$ cat src/rtl/spi_master.sv
`default_nettype none
// +--------------------------------------------------------------------------+
// | spi_master : SPI mode-1 (CPOL=0, CPHA=1) single-byte master, MSB first.  |
// | Option     : SPI_MASTER_CS_HOLD_EN lets hold_cs chain bytes under one CS.|
// | Revision   : 1.0                                                         |
// +--------------------------------------------------------------------------+
module spi_master #(
  parameter int CLK_DIV = 4
) (
  input  logic       clk,
  input  logic       rst,
  input  logic       start,
  input  logic [7:0] tx_data,
  input  logic       hold_cs,
  output logic       busy,
  output logic       done,
  output logic [7:0] rx_data,
  output logic       spi_clk,
  output logic       spi_mosi,
  output logic       spi_cs_n,
  input  logic       spi_miso
);

  localparam logic [2:0] c_IDLE  = 3'd0;
  localparam logic [2:0] c_SETUP = 3'd1;
  localparam logic [2:0] c_SHIFT = 3'd2;
  localparam logic [2:0] c_HOLD  = 3'd3;
  localparam logic [2:0] c_GAP   = 3'd4;

  localparam logic [7:0] c_DIV_M1 = 8'(CLK_DIV - 1);

  logic [2:0] r_state;
  logic [7:0] r_cnt;
  logic [2:0] r_bit;
  logic [7:0] r_tx;
  logic [7:0] r_rx_sh;
  logic [7:0] r_rx;
  logic       r_busy;
  logic       r_done;
  logic       r_sclk;
  logic       r_mosi;
  logic       r_cs_n;
  logic       r_hold;

  logic       w_div_end;
  logic       w_hold_req;

`ifdef SPI_MASTER_CS_HOLD_EN
  assign w_hold_req = hold_cs;
`else
  logic w_unused_hold;
  assign w_hold_req    = 1'b0;
  assign w_unused_hold = hold_cs;
`endif

  assign w_div_end = (r_cnt == c_DIV_M1);

  always_ff @(posedge clk or posedge rst) begin
    if (rst) begin
      r_state <= c_IDLE;
      r_cnt   <= 8'h00;
      r_bit   <= 3'd0;
      r_tx    <= 8'h00;
      r_rx_sh <= 8'h00;
      r_rx    <= 8'h00;
      r_busy  <= 1'b0;
      r_done  <= 1'b0;
      r_sclk  <= 1'b0;
      r_mosi  <= 1'b0;
      r_cs_n  <= 1'b1;
      r_hold  <= 1'b0;
    end else begin
      r_done <= 1'b0;
      // Divider restarts on every phase boundary and is parked in IDLE.
      if (r_state == c_IDLE || w_div_end) begin
        r_cnt <= 8'h00;
      end else begin
        r_cnt <= r_cnt + 8'd1;
      end

      case (r_state)
        c_IDLE: begin
          if (start) begin
            r_tx    <= tx_data;
            r_hold  <= w_hold_req;
            r_bit   <= 3'd0;
            r_busy  <= 1'b1;
            r_cs_n  <= 1'b0;
            r_state <= c_SETUP;
          end
        end
        c_SETUP: begin
          if (w_div_end) begin
            r_sclk  <= 1'b1;
            r_mosi  <= r_tx[7];
            r_tx    <= {r_tx[6:0], 1'b0};
            r_state <= c_SHIFT;
          end
        end
        c_SHIFT: begin
          if (w_div_end) begin
            if (r_sclk) begin
              r_sclk  <= 1'b0;
              r_rx_sh <= {r_rx_sh[6:0], spi_miso};
            end else if (r_bit == 3'd7) begin
              r_state <= c_HOLD;
            end else begin
              r_sclk <= 1'b1;
              r_mosi <= r_tx[7];
              r_tx   <= {r_tx[6:0], 1'b0};
              r_bit  <= r_bit + 3'd1;
            end
          end
        end
        c_HOLD: begin
          if (w_div_end) begin
            r_done <= 1'b1;
            r_busy <= 1'b0;
            r_rx   <= r_rx_sh;
            if (r_hold) begin
              r_state <= c_IDLE;
            end else begin
              r_cs_n  <= 1'b1;
              r_mosi  <= 1'b0;
              r_state <= c_GAP;
            end
          end
        end
        c_GAP: begin
          if (w_div_end) begin
            r_state <= c_IDLE;
          end
        end
        default: begin
          r_state <= c_IDLE;
        end
      endcase
    end
  end

  assign busy     = r_busy;
  assign done     = r_done;
  assign rx_data  = r_rx;
  assign spi_clk  = r_sclk;
  assign spi_mosi = r_mosi;
  assign spi_cs_n = r_cs_n;

endmodule
`default_nettype wire

$ cat config.mk
export PLATFORM = sky130hd
export DESIGN_NAME = spi_master
export DESIGN_NICKNAME = d
export VERILOG_FILES = /design/src/rtl/spi_master.sv
export SDC_FILE = /design/constraint.sdc
export NUM_CORES = 1
export LEC_CHECK = 0
export CORE_UTILIZATION = 54
export CTS_CLUSTER_SIZE = 40
export DETAILED_ROUTE_END_ITERATION = 7
export MAX_ROUTING_LAYER = met4
export PLACE_DENSITY = 0.81
export SLEW_MARGIN = 20
export SYNTH_ARGS = -nofsm -noshare
export SYNTH_HDL_FRONTEND = slang
export SYNTH_SLANG_ARGS = --single-unit
$ cat constraint.sdc
create_clock -name clk -period 2.4 [get_ports clk]
set_input_delay 0.6 -clock clk [delete_from_list [all_inputs] [get_ports clk]]
set_output_delay 0.6 -clock clk [all_outputs]
set_load 0.1 [all_outputs]
Word-level counts from Yosys, hierarchy flattened --
Cells that the tools add are included. Widths: inputs -> output; s select.
Operators by class: muxes and demuxes 37, reductions and logical operators 15, $add $sub $neg 2, eq/ne operators 14
Operators with widths (count):
- $mux 8 | 6
- $mux 3 | 11
- $pmux 8 s3 | 1
- $ne 2x2->1 const B | 8
- $pmux 3 s5 | 1
- $mux 1 | 13
- $reduce_and 6->1 | 2
- $reduce_and 3->1 | 3
- $add 8x1->8 const B | 1
- $eq 8x2->1 const B | 1
- $reduce_and 7->1 | 1
- $eq 3x2->1 const B | 2
- $eq 3x3->1 const B | 2
- $pmux 1 s2 | 3
- $pmux 3 s2 | 1
- $reduce_bool 2->1 | 3
- $reduce_bool 3->1 | 2
- $reduce_and 5->1 | 1
- $add 3x1->3 const B | 1
- $eq 3x1->1 const B | 1
- $logic_not 3->1 | 1
- $pmux 1 s3 | 1
- $reduce_and 2->1 | 1
- $logic_or 1x1->1 | 1
Word-level totals: output and inout port bits 13, input port bits 13, logic and storage cells 79, register bits after elaboration 43

Longest topological paths before layout --
depth after elaboration 5, depth in mapped cells 7, gate-level depth less buffers 6

Worst setup path after synthesis --
Ideal clock, no wire load.
path kind reg-to-reg, start register r_sclk (netlist: spi_clk), end register r_bit[0], cell stages (with the launch flop) 5, setup slack 235 ps, setup time 125 ps, data arrival time 2040 ps, cell sequence dfrtp_1 > nor3b_1 > nor2_1 > a2111oi_4 > mux2_4
Between the ends: cells in the longest elaborated chain, start to end 2
RTL lines:
- from (decl) | RTL line 40 | logic r_sclk;
- from (signal assigned) | RTL line 68 | r_sclk <= 1'b0;
- from (signal assigned) | RTL line 94 | r_sclk <= 1'b1;
- from (signal assigned) | RTL line 103 | r_sclk <= 1'b0;
- $ne 2x2->1 (no line)
- $reduce_and 5->1 (no line)
- to (signal assigned) | RTL line 111 | r_bit <= r_bit + 3'd1;
- to (decl) | RTL line 34 | logic [2:0] r_bit;
Every way passes these cells. A chain may end at the register's enable or synchronous reset.

Worst setup path in the final report --
start register r_bit[0], end register r_bit[1]
Between the ends: cells in the longest elaborated chain, start to end 5
RTL lines:
- $add 3x1->3 | RTL line 111
- $mux 3 | RTL line 105 | end else if (r_bit == 3'd7) begin
- $mux 3 | RTL line 102 | if (r_sclk) begin
- $mux 3 | RTL line 101 | if (w_div_end) begin
- $pmux 3 s2 | RTL line 81 | case (r_state)
Parallel ways exist; a longest one is shown, timed or not. The select of a mux whose other input is x is not followed.

==> run summary <==
Seq cells post-synth: 43
Final Wtd Congestion: 0.786
Post-Syn Area: 2040 um^2
Std-Cell Rows: 21
Vias in the first global route: 1250
Post-synth top area share: 0.515
Post-synthesis async set-or-reset flop share: 1.00
Most frequent cell after synthesis: dfrtp_1
CP arrival: 2.42 ns
Die area: 4030 um^2
CP max FO: 4
Number of diodes: 0
Hpwl dp: 2400 um
Simple-gate share of the synthesized area: 0.124
Post-synthesis mux area share: 0.195
Final setup fails: 0
Minimum clock period: 2.20 ns
DRT Pass-1 Iters: 4
Synth Area in XOR/XNOR: 0.0343
WS Path Type: reg -> reg
Initial Util: 0.589
Port bufs: 24
P_leak: 1.09 nW
Sum Neg Setup Slack: 0 ns
YS warnings: 0
Count of final max-slew check failures: 0
VDD IR max: 0.639 mV
Core area: 3470 um^2
Setup Buffers After CTS: 0
GRT Total Usage: 0.194
Commonest register cell after synthesis: dfrtp_1
Final Hold Viols: 0
Fin crit share: 0.917
Cells after Synth: 158
Post-synth top cells: dfrtp_1, mux2_2, nor2_1, mux2_4
Syn Nets: 174
Mean Syn Cell Area: 12.9 um^2
# fillers: 245
GRT busiest layer: met2
Netlist cell types: 39
ANT nets after route: 0
Drt wl/cell: 13.9 um
Area contributors post-synth: dfrtp_1, mux2_2, mux2_4
CTS max path bufs: 2
Clock tree from TritonCTS: yes
Worst setup margin: 0.199 ns
Die Y: 63.5 um
DP Worst Slack: 0.120 ns
First-pass GRT wire length: 5730 um
Compound-Gate Fraction of Synth Area: 0.0741
Fin area: 2390 um^2
Clk sink count: 43
Main combinational cell family by area after synthesis: multiplexers
Met2 usage: 0.297
Post-synth EDFFs: 0
Vias: 1264
Multi-input combinational cell area: 912 um^2
Worst Hold Class: reg -> reg
Nets@finish: 202
Max Clk Rate: 454 MHz
Status: complete, no violations
Routed WL: 3250 um
GRT met3 Usage: 0.0670
RSZ-0062 raised after global routing: false
Initial antenna violation count: 0
Met1 Track Usage GR: 0.238
Crit path required time: 2.62 ns
Root Driver: clkbuf_8
Vias/cell: 5.42
Clk pin slew, worst setup/hold paths: 0.08 ns
Die Wd: 63.5 um
Share of layout cells above drive strength 1: 0.364
Worst skew pair latency: 0.30 ns
Cts repair resizes: 0
Largest net degree at the start of global routing: 44
Slew @ Worst Pin: 0.589 ns
Setup crit end kind: flop
Total gr overflow: 0
Slew Limit Headroom: 0.606
Power Dens Cells: 1070 nW/um^2
DR iter-0 viols: 23
Startpoint types: flop
Area grow syn2layout: 16.9%
Register Area: 1080 um^2
Placement Cell Area: 2290 um^2
H-tree depth: 2
Post-synth top area cell: dfrtp_1
Ports: 26
Fin Clk Skew: 0.00697 ns
DRC Markers: 0
Cts hold-fix bufs: 0
Max Cap Viol: 0
Adder-Cell Fraction of Synth Area: 0.0184
Sequential element share of the synthesized area: 0.528
CTS Buf Count: 5
## metrics by stage
| step | hold WS [ns] | utilization | instances | total power [mW] |
|---|---|---|---|---|
| floorplan | 0.462 | - | 158 | 1.91 |
| global placement | 0.473 | 0.661 | 225 | 2.05 |
| detailed placement | 0.488 | 0.661 | 225 | 2.11 |
| CTS | 0.506 | 0.688 | 233 | 2.57 |
| global route | 0.515 | 0.688 | 233 | 2.70 |
| finish | 0.501 | 0.688 | 233 | 2.54 |
## flip-flops by register name, summed over array words and instances, names as in the netlist
register / count
r_rx_sh: 8
done: 1
rx_data: 8
r_tx: 8
r_bit: 3
r_state: 3
spi_cs_n: 1
r_cnt: 8
busy: 1
spi_clk: 1
spi_mosi: 1
## report_power, final
group	switching [mW]	total, mW	internal (mW)
Sequential	0.139	1.00	0.863
Clock	0.253	0.460	0.208
Combinational	0.543	1.08	0.539
Total	0.934	2.54	1.61
## final cells by class
| class | instances | share of cell area |
|---|---|---|
| flip-flops and latches | 43 | 0.451 |
| multi-input cells | 104 | 0.382 |
| repair buffers | 26 | 0.0933 |
| clock buffers | 5 | 0.0288 |
| well taps | 46 | 0.0241 |
| clock inverters | 3 | 0.00996 |
| inverters | 6 | 0.00996 |
## cells by family after synthesis
family          count (synthesis)
flops                          43
simple gates                   43
xor+xnor                        8
compound gates                 17
mux                            33
fa+ha+maj                       3
buf+inv                        11
## critical path: stages, from the launching register on
cell       delay, ns
dfrtp_1         0.41
ha_1            0.21
ha_1            0.23
nor3b_1         0.37
nor2_1          0.12
a2111oi_4       0.39
buf_4           0.19
mux2i_1         0.19
## metal layers
metal / part of all wire / wire (um)
met2: 0.49 / 1600
met4: 0.015 / 50
met1: 0.44 / 1440
met3: 0.047 / 153
met5: 0 / 0
## path summary, 6_finish.rpt
| check | slack [ns] | endpoint | start | depth (start not counted) |
|---|---|---|---|---|
| min in group asynchronous | 0.73 | r_tx[3] | rst | 3 |
| worst min-delay path | 0.50 | r_tx[0] | r_tx[0] | 1 |
| worst min register to register | 0.50 | r_tx[0] | r_tx[0] | 1 |
| max in group asynchronous | 1.31 | spi_cs_n | rst | 3 |
| worst max-delay path | 0.20 | r_bit[1] | r_bit[0] | 7 |
| worst max register to register | 0.20 | r_bit[1] | r_bit[0] | 7 |
## layout by cell type (no fill, tap or decap), types with 2 or more instances in the layout
cell,Yosys,layout
clkinvlp_4,0,2
nor3b_1,2,2
nand3_1,7,7
and2_1,2,2
nand2_2,2,2
nand2_1,4,4
dfrtp_1,42,42
clkbuf_8,0,5
mux2_4,8,8
xor2_1,7,7
a21oi_1,5,5
a32o_1,2,2
o21ai_0,3,3
nor2b_1,2,2
nor2_1,12,12
inv_1,5,5
mux2_2,23,23
nor3_1,2,2
ha_1,3,3
buf_4,2,15
clkdlybuf4s50_1,0,11
mux2i_1,2,2
or2_2,2,2
and3_1,2,2
Power figures use the tool's default switching activity.
